<file path="config.mk">
export PLATFORM = sky130hd
export DESIGN_NAME = multicycle_control
export DESIGN_NICKNAME = d
export VERILOG_FILES = /design/src/rtl/multicycle_control.sv
export SDC_FILE = /design/constraint.sdc
export NUM_CORES = 1
export LEC_CHECK = 0
export CAP_MARGIN = 5
export CORE_ASPECT_RATIO = 0.8
export CORE_MARGIN = 2
export CORE_UTILIZATION = 29
export DETAILED_ROUTE_END_ITERATION = 8
export HOLD_SLACK_MARGIN = 0.05
export PLACE_DENSITY = 0.88
export SLEW_MARGIN = 0
export SYNTH_ARGS = -nofsm -noshare
export SYNTH_HDL_FRONTEND = slang
export SYNTH_SLANG_ARGS = --single-unit
</file>
<file path="constraint.sdc">
create_clock -name clk -period 1.9 [get_ports clk]
set_input_delay 0.285 -clock clk [delete_from_list [all_inputs] [get_ports clk]]
set_output_delay 0.285 -clock clk [all_outputs]
set_load 0.005 [all_outputs]
</file>
<file path="src/rtl/multicycle_control.sv">
`default_nettype none
// ============================================================================
// Module      : multicycle_control
// Description : Multi-cycle RV32I control FSM placed directly upstream of the
//               ALU. Sequences IF/ID/EX/MEM/WB, decodes the instruction
//               register and drives the ALU opcode/operand select. Consumes
//               the ALU zero flag for BEQ and waits on a memory ready
//               handshake during fetch and data access.
// Revision    : 1.0 - initial release
// ----------------------------------------------------------------------------
// Ports
//   clk        in   1         clock, rising edge
//   rst        in   1         synchronous active-high reset
//   instr      in   32        instruction register contents
//   zero       in   1         ALU zero flag (used in EX of BEQ only)
//   mem_ready  in   1         completes the current mem_req cycle
//   mem_req    out  1         memory access request (fetch or data)
//   mem_we     out  1         data write (SW in MEM)
//   ir_write   out  1         load instruction register
//   pc_write   out  1         update PC this cycle
//   pc_src     out  1         0: PC+4, 1: branch target
//   alu_src    out  1         0: rs2, 1: immediate
//   alu_op     out  ALU_OP_W  ALU opcode
//   imm_sel    out  2         00 I, 01 S, 10 B
//   reg_write  out  1         register file write enable
//   mem_to_reg out  1         WB source: 1 memory, 0 ALU
//   illegal    out  1         sticky illegal-instruction flag
//   state      out  STATE_W   IF 0, ID 1, EX 2, MEM 3, WB 4, HALT 5
// Configuration macro
//   ILLEGAL_TRAP_EN : illegal instruction halts the FSM until rst. When
//                     undefined, an illegal instruction retires as a NOP.
// ============================================================================
module multicycle_control #(
    parameter int ALU_OP_W = 4,
    parameter int STATE_W  = 3
) (
    input  logic                clk,
    input  logic                rst,
    input  logic [31:0]         instr,
    input  logic                zero,
    input  logic                mem_ready,
    output logic                mem_req,
    output logic                mem_we,
    output logic                ir_write,
    output logic                pc_write,
    output logic                pc_src,
    output logic                alu_src,
    output logic [ALU_OP_W-1:0] alu_op,
    output logic [1:0]          imm_sel,
    output logic                reg_write,
    output logic                mem_to_reg,
    output logic                illegal,
    output logic [STATE_W-1:0]  state
);

    typedef enum logic [2:0] {
        S_IF   = 3'd0,
        S_ID   = 3'd1,
        S_EX   = 3'd2,
        S_MEM  = 3'd3,
        S_WB   = 3'd4,
        S_HALT = 3'd5
    } state_t;

    localparam logic [ALU_OP_W-1:0] c_ALU_AND = ALU_OP_W'(4'b0000);
    localparam logic [ALU_OP_W-1:0] c_ALU_OR  = ALU_OP_W'(4'b0001);
    localparam logic [ALU_OP_W-1:0] c_ALU_ADD = ALU_OP_W'(4'b0010);
    localparam logic [ALU_OP_W-1:0] c_ALU_SUB = ALU_OP_W'(4'b0110);
    localparam logic [ALU_OP_W-1:0] c_ALU_SLT = ALU_OP_W'(4'b0100);
    localparam logic [ALU_OP_W-1:0] c_ALU_XOR = ALU_OP_W'(4'b0101);
    localparam logic [ALU_OP_W-1:0] c_ALU_SRL = ALU_OP_W'(4'b1000);
    localparam logic [ALU_OP_W-1:0] c_ALU_SLL = ALU_OP_W'(4'b1001);
    localparam logic [ALU_OP_W-1:0] c_ALU_SRA = ALU_OP_W'(4'b1010);

    localparam logic [6:0] c_OP_R    = 7'b0110011;
    localparam logic [6:0] c_OP_I    = 7'b0010011;
    localparam logic [6:0] c_OP_LW   = 7'b0000011;
    localparam logic [6:0] c_OP_SW   = 7'b0100011;
    localparam logic [6:0] c_OP_BEQ  = 7'b1100011;

    state_t r_state;
    state_t w_next;

    // ------------------------------------------------------------------
    // Instruction decode (purely combinational from instr)
    // ------------------------------------------------------------------
    logic [6:0]          w_opcode;
    logic [2:0]          w_f3;
    logic                w_f7b;
    logic                w_is_r;
    logic                w_is_i;
    logic                w_is_lw;
    logic                w_is_sw;
    logic                w_is_beq;
    logic                w_legal;
    logic                w_dec_alu_src;
    logic [ALU_OP_W-1:0] w_dec_alu_op;
    logic [1:0]          w_dec_imm_sel;
    logic                w_unused;

    assign w_opcode = instr[6:0];
    assign w_f3     = instr[14:12];
    assign w_f7b    = instr[30];

    // Register/immediate fields are consumed by the datapath, not here.
    assign w_unused = &{instr[31], instr[29:15], instr[11:7]};

    always_comb begin
        // f3 011 (SLTU/SLTIU) is outside the supported subset for both
        // ALU formats, so it is folded into the illegal class here.
        w_is_r   = (w_opcode == c_OP_R)   && (w_f3 != 3'b011);
        w_is_i   = (w_opcode == c_OP_I)   && (w_f3 != 3'b011);
        w_is_lw  = (w_opcode == c_OP_LW)  && (w_f3 == 3'b010);
        w_is_sw  = (w_opcode == c_OP_SW)  && (w_f3 == 3'b010);
        w_is_beq = (w_opcode == c_OP_BEQ) && (w_f3 == 3'b000);
        w_legal  = w_is_r | w_is_i | w_is_lw | w_is_sw | w_is_beq;

        w_dec_alu_src = w_is_i | w_is_lw | w_is_sw;

        w_dec_imm_sel = 2'b00;
        if (w_is_sw) begin
            w_dec_imm_sel = 2'b01;
        end else if (w_is_beq) begin
            w_dec_imm_sel = 2'b10;
        end

        w_dec_alu_op = c_ALU_ADD;
        if (w_is_lw || w_is_sw) begin
            w_dec_alu_op = c_ALU_ADD;
        end else if (w_is_beq) begin
            w_dec_alu_op = c_ALU_SUB;
        end else begin
            case (w_f3)
                // Only the register form uses f7b to select SUB; ADDI has
                // immediate bits in that position.
                3'b000:  w_dec_alu_op = (w_is_r && w_f7b) ? c_ALU_SUB : c_ALU_ADD;
                3'b001:  w_dec_alu_op = c_ALU_SLL;
                3'b010:  w_dec_alu_op = c_ALU_SLT;
                3'b100:  w_dec_alu_op = c_ALU_XOR;
                3'b101:  w_dec_alu_op = w_f7b ? c_ALU_SRA : c_ALU_SRL;
                3'b110:  w_dec_alu_op = c_ALU_OR;
                3'b111:  w_dec_alu_op = c_ALU_AND;
                default: w_dec_alu_op = c_ALU_ADD;
            endcase
        end
    end

    // ------------------------------------------------------------------
    // State register
    // ------------------------------------------------------------------
    always_ff @(posedge clk) begin
        if (rst) begin
            r_state <= S_IF;
        end else begin
            r_state <= w_next;
        end
    end

    // ------------------------------------------------------------------
    // Next-state and Moore outputs
    // ------------------------------------------------------------------
    always_comb begin
        w_next     = r_state;
        mem_req    = 1'b0;
        mem_we     = 1'b0;
        ir_write   = 1'b0;
        pc_write   = 1'b0;
        pc_src     = 1'b0;
        alu_src    = 1'b0;
        alu_op     = c_ALU_ADD;
        imm_sel    = 2'b00;
        reg_write  = 1'b0;
        mem_to_reg = 1'b0;

        case (r_state)
            S_IF: begin
                mem_req  = 1'b1;
                ir_write = mem_ready;
                if (mem_ready) begin
                    w_next = S_ID;
                end
            end

            S_ID: begin
                alu_op  = w_dec_alu_op;
                alu_src = w_dec_alu_src;
                imm_sel = w_dec_imm_sel;
                if (w_legal) begin
                    w_next = S_EX;
                end else begin
`ifdef ILLEGAL_TRAP_EN
                    w_next = S_HALT;
`else
                    // Retire as a NOP: advance PC and refetch.
                    pc_write = 1'b1;
                    w_next   = S_IF;
`endif
                end
            end

            S_EX: begin
                alu_op  = w_dec_alu_op;
                alu_src = w_dec_alu_src;
                imm_sel = w_dec_imm_sel;
                if (w_is_beq) begin
                    pc_write = 1'b1;
                    pc_src   = zero;
                    w_next   = S_IF;
                end else if (w_is_lw || w_is_sw) begin
                    w_next = S_MEM;
                end else begin
                    w_next = S_WB;
                end
            end

            S_MEM: begin
                mem_req = 1'b1;
                mem_we  = w_is_sw;
                alu_op  = c_ALU_ADD;
                alu_src = 1'b1;
                imm_sel = w_dec_imm_sel;
                if (mem_ready) begin
                    if (w_is_sw) begin
                        pc_write = 1'b1;
                        w_next   = S_IF;
                    end else begin
                        w_next = S_WB;
                    end
                end
            end

            S_WB: begin
                // ALU controls stay at their EX values so the result
                // being written back remains stable.
                reg_write  = 1'b1;
                mem_to_reg = w_is_lw;
                pc_write   = 1'b1;
                alu_op     = w_dec_alu_op;
                alu_src    = w_dec_alu_src;
                imm_sel    = w_dec_imm_sel;
                w_next     = S_IF;
            end

            S_HALT: begin
`ifdef ILLEGAL_TRAP_EN
                w_next = S_HALT;
`else
                w_next = S_IF;
`endif
            end

            default: begin
                w_next = S_IF;
            end
        endcase
    end

    // ------------------------------------------------------------------
    // Illegal flag
    // ------------------------------------------------------------------
`ifdef ILLEGAL_TRAP_EN
    logic r_illegal;

    // Rises together with entry into HALT; only rst clears it.
    always_ff @(posedge clk) begin
        if (rst) begin
            r_illegal <= 1'b0;
        end else if (w_next == S_HALT) begin
            r_illegal <= 1'b1;
        end
    end

    assign illegal = r_illegal;
`else
    assign illegal = 1'b0;
`endif

    assign state = STATE_W'(r_state);

endmodule
`default_nettype wire

</file>
Yosys cells after proc, flatten, opt, wreduce, memory -nomap -nowiden
Index checks and enable logic that the tools add are counted.
- muxes and demuxes: 29
- eq/ne operators: 18
- multiply operators: 0
- magnitude comparators: 0
- add/subtract/negate cells: 0
- bitwise operators: 6
- reductions and logical operators: 13
- div/mod/pow operators: 0
- shift-type cells: 0
- operators with widths (kind ; number):
    $pmux 4 s7 ; 1
    $mux 3 ; 6
    $eq 3x3->1 const B ; 5
    $eq 7x6->1 const B ; 2
    $mux 4 ; 3
    $pmux 3 s4 ; 1
    $mux 1 ; 11
    $mux 2 ; 5
    $eq 3x2->1 const B ; 3
    $eq 7x2->1 const B ; 1
    $eq 7x5->1 const B ; 1
    $eq 7x7->1 const B ; 1
    $eq 3x1->1 const B ; 2
    $logic_and 1x1->1 ; 6
    $logic_not 3->1 ; 2
    $or 1x1->1 ; 6
    $ne 2x2->1 const B ; 2
    $pmux 1 s4 ; 1
    $reduce_or 4->1 ; 1
    $ne 3x2->1 const B ; 1
    $reduce_or 3->1 ; 1
    $pmux 1 s2 ; 1
    $reduce_and 2->1 ; 1
    $reduce_or 2->1 ; 1
    $logic_or 1x1->1 ; 1
- memories kept: 0
- latch bits: 0
- memory bits (writable): 0
- output and inout port bits: 18
- ROM bits: 0
- flip-flop bits (word level): 3

Longest topological paths before layout
Gate-level depths: netlist of the first run.
- word-level depth: 8
- depth in mapped cells: 5
- gate-level depth less buffers: 4

Worst setup path after synthesis of the first run
Ideal clock, no wire load.
- path kind: flip-flop to output port
- from: register r_state[1] (netlist: state[1])
- to: output port alu_op[1]
- arrival time: 1.410 ns
- data required time: 1.615 ns
- cell stages (with the launch flop): 6
- path slack: 0.205 ns
- cell sequence: dfxtp_1 buf_2 xor2_1 nor2_1 or3_1 or2_2
- longest elaborated chain between the ends: 3
- elaborated cells between the ends (all ways): 5
- those cells by class: eq/ne: 3; mux: 1; reduce/logical: 1
- ends and longest elaborated chain (item ; RTL line ; source):
    start: declaration ; 81 ; state_t r_state;
    start signal: assignment ; 155 ; r_state <= w_next;
    $eq 3x2->1, or another cell as far along ; 175 ; case (r_state)
    $reduce_or 3->1 (no line) * ; -- ;
    $mux 4 * ; 175 ;
    end: declaration ; 48 ; output logic [ALU_OP_W-1:0] alu_op,
Every way passes the cells marked *; elsewhere a longest branch is shown, timed or not.

Worst setup path after layout of the first run
- from: register r_state[0] (netlist: state[0])
- to: output port alu_op[1]
Same word-level chain as after synthesis.

==> results of run 1 <==
## repair_timing
| action | in CTS | in global routing |
|---|---|---|
| buffers inserted | 6 | 3 |
| pin swaps | 13 | 13 |
| endpoints found under the setup margin | 12 | 10 |
| gates resized for setup | 84 | 20 |
## power by group
| part | internal [uW] | switching, uW |
|---|---|---|
| combinational | 99.8 | 78.6 |
| clock | 79.0 | 37.1 |
| sequential | 64.1 | 2.08 |
| total | 243 | 118 |
## stage by stage
stage                     hold slack (ns)  util (%)  cell area [um2]  setup TNS, ns  std cells
after floorplan                     0.375         -              541              0         83
after global placement              0.725      62.9             1060          -7.01        159
after detailed placement            0.761      62.9             1060          -7.57        159
after CTS                           0.673      72.3             1220        -0.0208        169
after global routing                0.637      76.8             1300         -0.174        172
final                               0.630      76.8             1300              0        172
## cells by family (layout without fill, tap and decap cells)
logic type / after synthesis / in the layout / synth area share [%]
simple gates: 47 / 47 / 50.0
compound gates: 20 / 20 / 25.5
buf+inv: 9 / 76 / 7.41
flops: 3 / 3 / 11.1
xor+xnor: 2 / 2 / 3.24
other cells: 1 / 1 / 0.694
mux: 1 / 1 / 2.08
## worst reg2reg max path: stages (launching register included)
cell and delay (ns):
sky130_fd_sc_hd__dfxtp_2 0.35, sky130_fd_sc_hd__buf_6 0.12, sky130_fd_sc_hd__buf_8 0.12, sky130_fd_sc_hd__nand2b_1 0.13, sky130_fd_sc_hd__or3_1 0.38, sky130_fd_sc_hd__or4_1 0.40
sky130_fd_sc_hd__nand3_1 0.11
## placed cells by master (no fill, tap or decap), types with 2 or more instances in the layout
cell and n:
sky130_fd_sc_hd__buf_4 30, sky130_fd_sc_hd__dlygate4sd2_1 9, sky130_fd_sc_hd__clkdlybuf4s50_1 9, sky130_fd_sc_hd__buf_6 9
sky130_fd_sc_hd__buf_2 8, sky130_fd_sc_hd__nor2_1 6, sky130_fd_sc_hd__nand2_1 4, sky130_fd_sc_hd__inv_1 4
sky130_fd_sc_hd__nor3_2 4, sky130_fd_sc_hd__or3_4 3, sky130_fd_sc_hd__nand2b_1 3, sky130_fd_sc_hd__clkbuf_4 3
sky130_fd_sc_hd__nor2_2 2, sky130_fd_sc_hd__nand3b_1 2, sky130_fd_sc_hd__nand3_1 2, sky130_fd_sc_hd__a21oi_1 2
sky130_fd_sc_hd__xor2_1 2, sky130_fd_sc_hd__nor2_4 2, sky130_fd_sc_hd__a21oi_2 2, sky130_fd_sc_hd__o22ai_1 2
sky130_fd_sc_hd__or2_4 2, sky130_fd_sc_hd__or3_1 2, sky130_fd_sc_hd__o211ai_1 2, sky130_fd_sc_hd__and3_1 2
sky130_fd_sc_hd__o21ai_0 2, sky130_fd_sc_hd__dfxtp_2 2
## how the worst max path moves through the flow
stage	end	slack [ns]	depth (start not counted)
3_3_place_gp	imm_sel[1]	-0.71	5
5_1_grt	alu_op[2]	-0.06	7
2_1_floorplan	alu_op[1]	0.20	5
3_5_place_dp	alu_op[1]	-0.76	7
6_report	alu_op[1]	0.0001	6
4_1_cts	pc_write	-0.01	8
## layer usage
metal / GRT usage, % / share of wire, % / vias to the layer above
met5: 0 / 0 / -
met4: 10.3 / 3.7 / 0
met3: 4.29 / 5.6 / 14
met2: 45.8 / 50 / 51
met1: 33.0 / 40 / 471
li1: - / - / 441
## area by class of cell
type | count | area, um2 | area share (%)
clock buffer | 4 | 26.3 | 2.02
multi-input combinational | 71 | 592 | 45.6
timing repair buffer | 68 | 572 | 44.0
tap | 22 | 27.5 | 2.12
sequential | 3 | 66.3 | 5.11
inverter | 4 | 15.0 | 1.16
==> flow_summary_export.csv, run 1 <==
group,metric,value,unit
final_layout,area_delta_synth_final,140,%
route,drc,0,
worst_setup_path,worst_path_dominant_cell_family,"simple AND/OR/NAND/NOR gates",
grt,antenna_violations_before_repair,0,
worst_setup_path,critical_path_required,1.62,ns
grt,grt_first_pass_wirelength,4.49,mm
worst_setup_path,reg2regPathDepth,6,
worst_setup_path,timing.setup.critical_path_class,"reg -> out",
worst_setup_path,critical_path_slowest_stage_cell,"sky130_fd_sc_hd__or3_4",
sta,final-setup-viol-count,0,
clocking,cts_htree_levels,1,
clocking,clockRootBuffer,"sky130_fd_sc_hd__clkbuf_4",
synthesis,syn_area,541,um2
worst_setup_path,cp-start-kind,"register",
worst_setup_path,critical-path-top-cell-by-count,"sky130_fd_sc_hd__buf_6",
synthesis,synth_edf_count,0,
final_layout,nNetsFinal,187,
clocking,clk-insertion-delay-late,0.23,ns
synthesis,post-synth-top-area-fraction,11.1,%
synthesis,yosys-top-cells-count,"sky130_fd_sc_hd__nor2_1 (10), sky130_fd_sc_hd__nand2_1 (5), sky130_fd_sc_hd__nor3_1 (5)",
worst_setup_path,cp-startpoint,"state[0]$_SDFFE_PP0P_",
pwr,design_power_total,361,uW
clocking,clk_pin_slew,0.04,ns
pwr,power.static_leakage,0.000593,uW
worst_setup_path,crit-reg2reg-capture,"state[1]$_SDFFE_PP0P_",
final_layout,nFillCells,113,
route,avgRoutedWirePerCell,17.2,um
clocking,cts_made_buffers,3,
floorplan,ioPinCount,54,
grt,first_global_vias,964,
hold_path,whs_path_depth,5,
grt,grt_start_max_net_pins,10,
synthesis,synth_nets,119,
synthesis,ys_top_cells_by_area,"sky130_fd_sc_hd__dfxtp_1 (11%), sky130_fd_sc_hd__nor2_1 (6.9%), sky130_fd_sc_hd__nand2b_1 (4.6%)",
place,gp_congestion,0.853,
flow_run,drv.max_cap_violation_count,0,
route,antenna_violating_nets_post_route,0,
pwr,power.ir.vdd_worst,202,uV
synthesis,synth_area_per_cell,6.51,um2
final_layout,antennaDiodeCount,0,
route,dr.pass1.iters,4,
clocking,tritoncts_num_sinks,3,
clocking,cts.hold.buffers_added,0,
synthesis,synth_sequential_area_ratio,11.1,%
hold_path,hold_end,"state[1]$_SDFFE_PP0P_",
final_layout,largest_reg_flops,3,
worst_setup_path,critPathCaptureType,"output pin",
grt,global_route.usage.total,26.7,%
place,io_buffers,31,
worst_setup_path,crit_arrival,1.61,ns
synthesis,ys_async_sr_fraction,0,%
floorplan,fp.dieW,52.3,um
sta,layout_min_cycle_time,1.90,ns
worst_setup_path,highest_fanout_seen_on_the_critical_path,4,
synthesis,syn-instance-count,83,
synthesis,synth_area_leader_cell,"sky130_fd_sc_hd__dfxtp_1",
sta,hold_viol_final,0,
hold_path,timing.hold.worst.start,"instr[13]",
sta,period_share,100,%
place,post-dp-hpwl,1.83,mm
sta,post-route-worst-setup-slack,0.000107,ns
final_layout,layout-drive-gt1-share,54.7,%
worst_setup_path,worst_r2r_start,"state[1]$_SDFFE_PP0P_",
grt,grt_overflow_total,0,
sta,rsz0062_at_grt,"true",
floorplan,dieArea,0.00223,mm2
hold_path,min_path_type,"in -> reg",
floorplan,row_count,13,
synthesis,synth_cell_types,40,
route,post_drt_via_cell_ratio,5.68,
clocking,clockBufferDepth,2,
sta,final-max-slew-violation-count,0,
worst_setup_path,timing.critical_path.cells,"buf_6 -> nor2_4 -> nor2_2 -> or3_4 -> or2_4 -> buf_6",
synthesis,yosys_register_bits,3,
worst_setup_path,slowest_delay,0.39,ns
clocking,tritoncts_clock_tree,"done",
worst_setup_path,path_buf_inv,2,
synthesis,synth.most_common_cell,"sky130_fd_sc_hd__nor2_1",
sta,fmaxAchievable,526,MHz
status,status,"complete, no violations",
route,via_count,977,
synthesis,yosysWarnings,0,
floorplan,design.core.area,0.00169,mm2
route,dr.first_iter.drc_count,45,
route,drt_wl_total,2.96,mm
floorplan,die-height,42.6,um
synthesis,synth-main-ff-cell,"sky130_fd_sc_hd__dfxtp_1",
pwr,power-per-cell-area,278,mW/mm2
floorplan,initial_core_util,32.0,%
worst_setup_path,regToRegSetupSlack,0.22,ns
sta,worst_clock_skew,0.00217,ns
place,dp_slack,-0.762,ns
Note: power is estimated with default switching activity, not from simulation.
==> run 2: changes to the inputs <==
Settings changed: SKIP_CTS_REPAIR_TIMING set to 1.
==> flow_summary_export.csv, run 2 (synthesized netlist as in run 1, its figures left out) <==
group,metric,value,unit
final_layout,final_common_cell,"sky130_fd_sc_hd__buf_4",
route,antenna_violating_nets_post_route,0,
sta,hold_viol_final,0,
worst_setup_path,crit_arrival,1.64,ns
pwr,design_power_total,346,uW
place,gp_congestion,0.853,
route,dr.first_iter.drc_count,32,
route,avgRoutedWirePerCell,16.5,um
flow_run,drv.max_cap_violation_count,0,
worst_setup_path,crit-reg2reg-capture,"state[1]$_SDFFE_PP0P_",
final_layout,antennaDiodeCount,0,
route,post_drt_via_cell_ratio,5.56,
final_layout,most-common-layout-cells,"sky130_fd_sc_hd__buf_4 (25), sky130_fd_sc_hd__dlymetal6s2s_1 (14), sky130_fd_sc_hd__clkdlybuf4s50_1 (9)",
grt,global_route.usage.total,22.4,%
hold_path,min_path_type,"in -> reg",
clocking,cts_htree_levels,1,
hold_path,timing.hold.worst.start,"instr[5]",
worst_setup_path,reg2regPathDepth,6,
grt,grt_overflow_total,0,
floorplan,row_count,13,
worst_setup_path,timing.setup.critical_path_class,"reg -> out",
final_layout,largest_reg_flops,3,
clocking,tritoncts_clock_tree,"done",
grt,grt_start_max_net_pins,10,
sta,final-setup-viol-count,2,
worst_setup_path,critical_path_slowest_stage_cell,"sky130_fd_sc_hd__or3_4",
floorplan,dieArea,0.00223,mm2
hold_path,whs_path_depth,4,
floorplan,initial_core_util,32.0,%
sta,fmaxAchievable,519,MHz
route,drc,0,
clocking,clk-insertion-delay-late,0.23,ns
floorplan,ioPinCount,54,
worst_setup_path,regToRegSetupSlack,0.23,ns
worst_setup_path,timing.critical_path.cells,"buf_6 -> nor2_4 -> nor2_2 -> or3_4 -> buf_6 -> a21oi_2 -> buf_2",
pwr,power.static_leakage,0.000689,uW
final_layout,nNetsFinal,180,
clocking,clockRootBuffer,"sky130_fd_sc_hd__clkbuf_4",
worst_setup_path,cp-start-kind,"register",
grt,antenna_violations_before_repair,0,
clocking,clk_pin_slew,0.04,ns
final_layout,final_core_util,73.6,%
worst_setup_path,worst_path_dominant_cell_family,"simple AND/OR/NAND/NOR gates",
floorplan,design.core.area,0.00169,mm2
grt,first_global_vias,848,
sta,post-route-worst-setup-slack,-0.0279,ns
worst_setup_path,highest_fanout_seen_on_the_critical_path,4,
clocking,clockBufferDepth,2,
place,io_buffers,31,
sta,final-max-slew-violation-count,0,
floorplan,die-height,42.6,um
floorplan,fp.dieW,52.3,um
grt,grt_first_pass_wirelength,3.82,mm
worst_setup_path,path_buf_inv,3,
hold_path,hold_end,"state[2]$_SDFFE_PP0P_",
clocking,cts_made_buffers,3,
worst_setup_path,critical_path_required,1.62,ns
status,failing_checks,"setup timing",
route,drt_wl_total,2.72,mm
pwr,power-per-cell-area,278,mW/mm2
sta,worst_clock_skew,0.00181,ns
sta,layout_min_cycle_time,1.93,ns
final_layout,area_delta_synth_final,130,%
status,status,"complete, but fails checks",
sta,rsz0062_at_grt,"true",
final_layout,layout-drive-gt1-share,46.2,%
final_layout,nFillCells,126,
clocking,tritoncts_num_sinks,3,
worst_setup_path,critPathCaptureType,"output pin",
place,post-dp-hpwl,1.83,mm
route,via_count,918,
sta,fin_setup_tns,-0.0331,ns
sta,period_share,101,%
worst_setup_path,critical-path-top-cell-by-count,"sky130_fd_sc_hd__buf_6",
worst_setup_path,slowest_delay,0.41,ns
worst_setup_path,worst_r2r_start,"state[1]$_SDFFE_PP0P_",
pwr,power.ir.vdd_worst,206,uV
route,dr.pass1.iters,4,
[run 2: cell types whose count changed in the layout (fill, tap and decap cells not counted), moves of 3 or more]
cell / change
sky130_fd_sc_hd__buf_4: -5
sky130_fd_sc_hd__buf_6: -3
sky130_fd_sc_hd__dlymetal6s2s_1: +14
sky130_fd_sc_hd__buf_2: -5
sky130_fd_sc_hd__clkbuf_2: +4
sky130_fd_sc_hd__dlygate4sd2_1: -9
[run 2: worst max path at each step]
| stage | start | to | slack [ns] | cells past startpoint |
|---|---|---|---|---|
| 2_1_floorplan | state[1]$_SDFFE_PP0P_ | alu_op[1] | 0.20 | 5 |
| 3_3_place_gp | instr[4] | imm_sel[1] | -0.71 | 5 |
| 3_5_place_dp | instr[14] | alu_op[1] | -0.76 | 7 |
| 4_1_cts | instr[14] | alu_op[1] | -0.77 | 7 |
| 5_1_grt | state[0]$_SDFFE_PP0P_ | alu_op[2] | -0.07 | 7 |
| 6_report | state[0]$_SDFFE_PP0P_ | alu_op[2] | -0.03 | 7 |
[run 2: stage by stage]
step           area [um2]  std cells  hold WS, ns  setup WS (ns)
2_1_floorplan         541         83        0.375          0.205
3_3_place_gp         1060        159        0.725         -0.707
3_5_place_dp         1060        159        0.761         -0.762
4_1_cts              1090        163        0.694         -0.766
5_1_grt              1240        165        0.597        -0.0655
6_report             1240        165        0.586        -0.0279
[run 2: layout make-up]
type	count	area (um2)	area share, %
inverters	4	15.0	1.21
repair buffers	61	556	44.6
flip-flops and latches	3	65.1	5.23
clock buffers	4	26.3	2.11
well taps	22	27.5	2.21
multi-input cells	71	556	44.6
[run 2: power breakdown]
group          internal [uW]  switching, uW
Sequential              64.1           1.93
Combinational           93.7           72.6
Clock                   78.8           34.4
[run 2: worst min-delay path, stage by stage]
cell,delay [ns]
sky130_fd_sc_hd__dlymetal6s2s_1,0.11
sky130_fd_sc_hd__buf_4,0.17
sky130_fd_sc_hd__a21o_1,0.11
sky130_fd_sc_hd__a2111oi_0,0.08
[run 2: routing by layer]
layer  share of wire, %  up-vias  global-route usage (%)
met2                 53       40                    38.2
met5                  0        -                       0
met3                6.2        2                    3.21
li1                   -      428                       -
met1                 40      448                    29.7
met4               0.51        0                    4.10
==> run 3: changes to the inputs <==
Settings changed: SLEW_MARGIN 0 to 10.
==> results of run 3 <==
Final layout, timing and power as in run 2 (identical DEF).
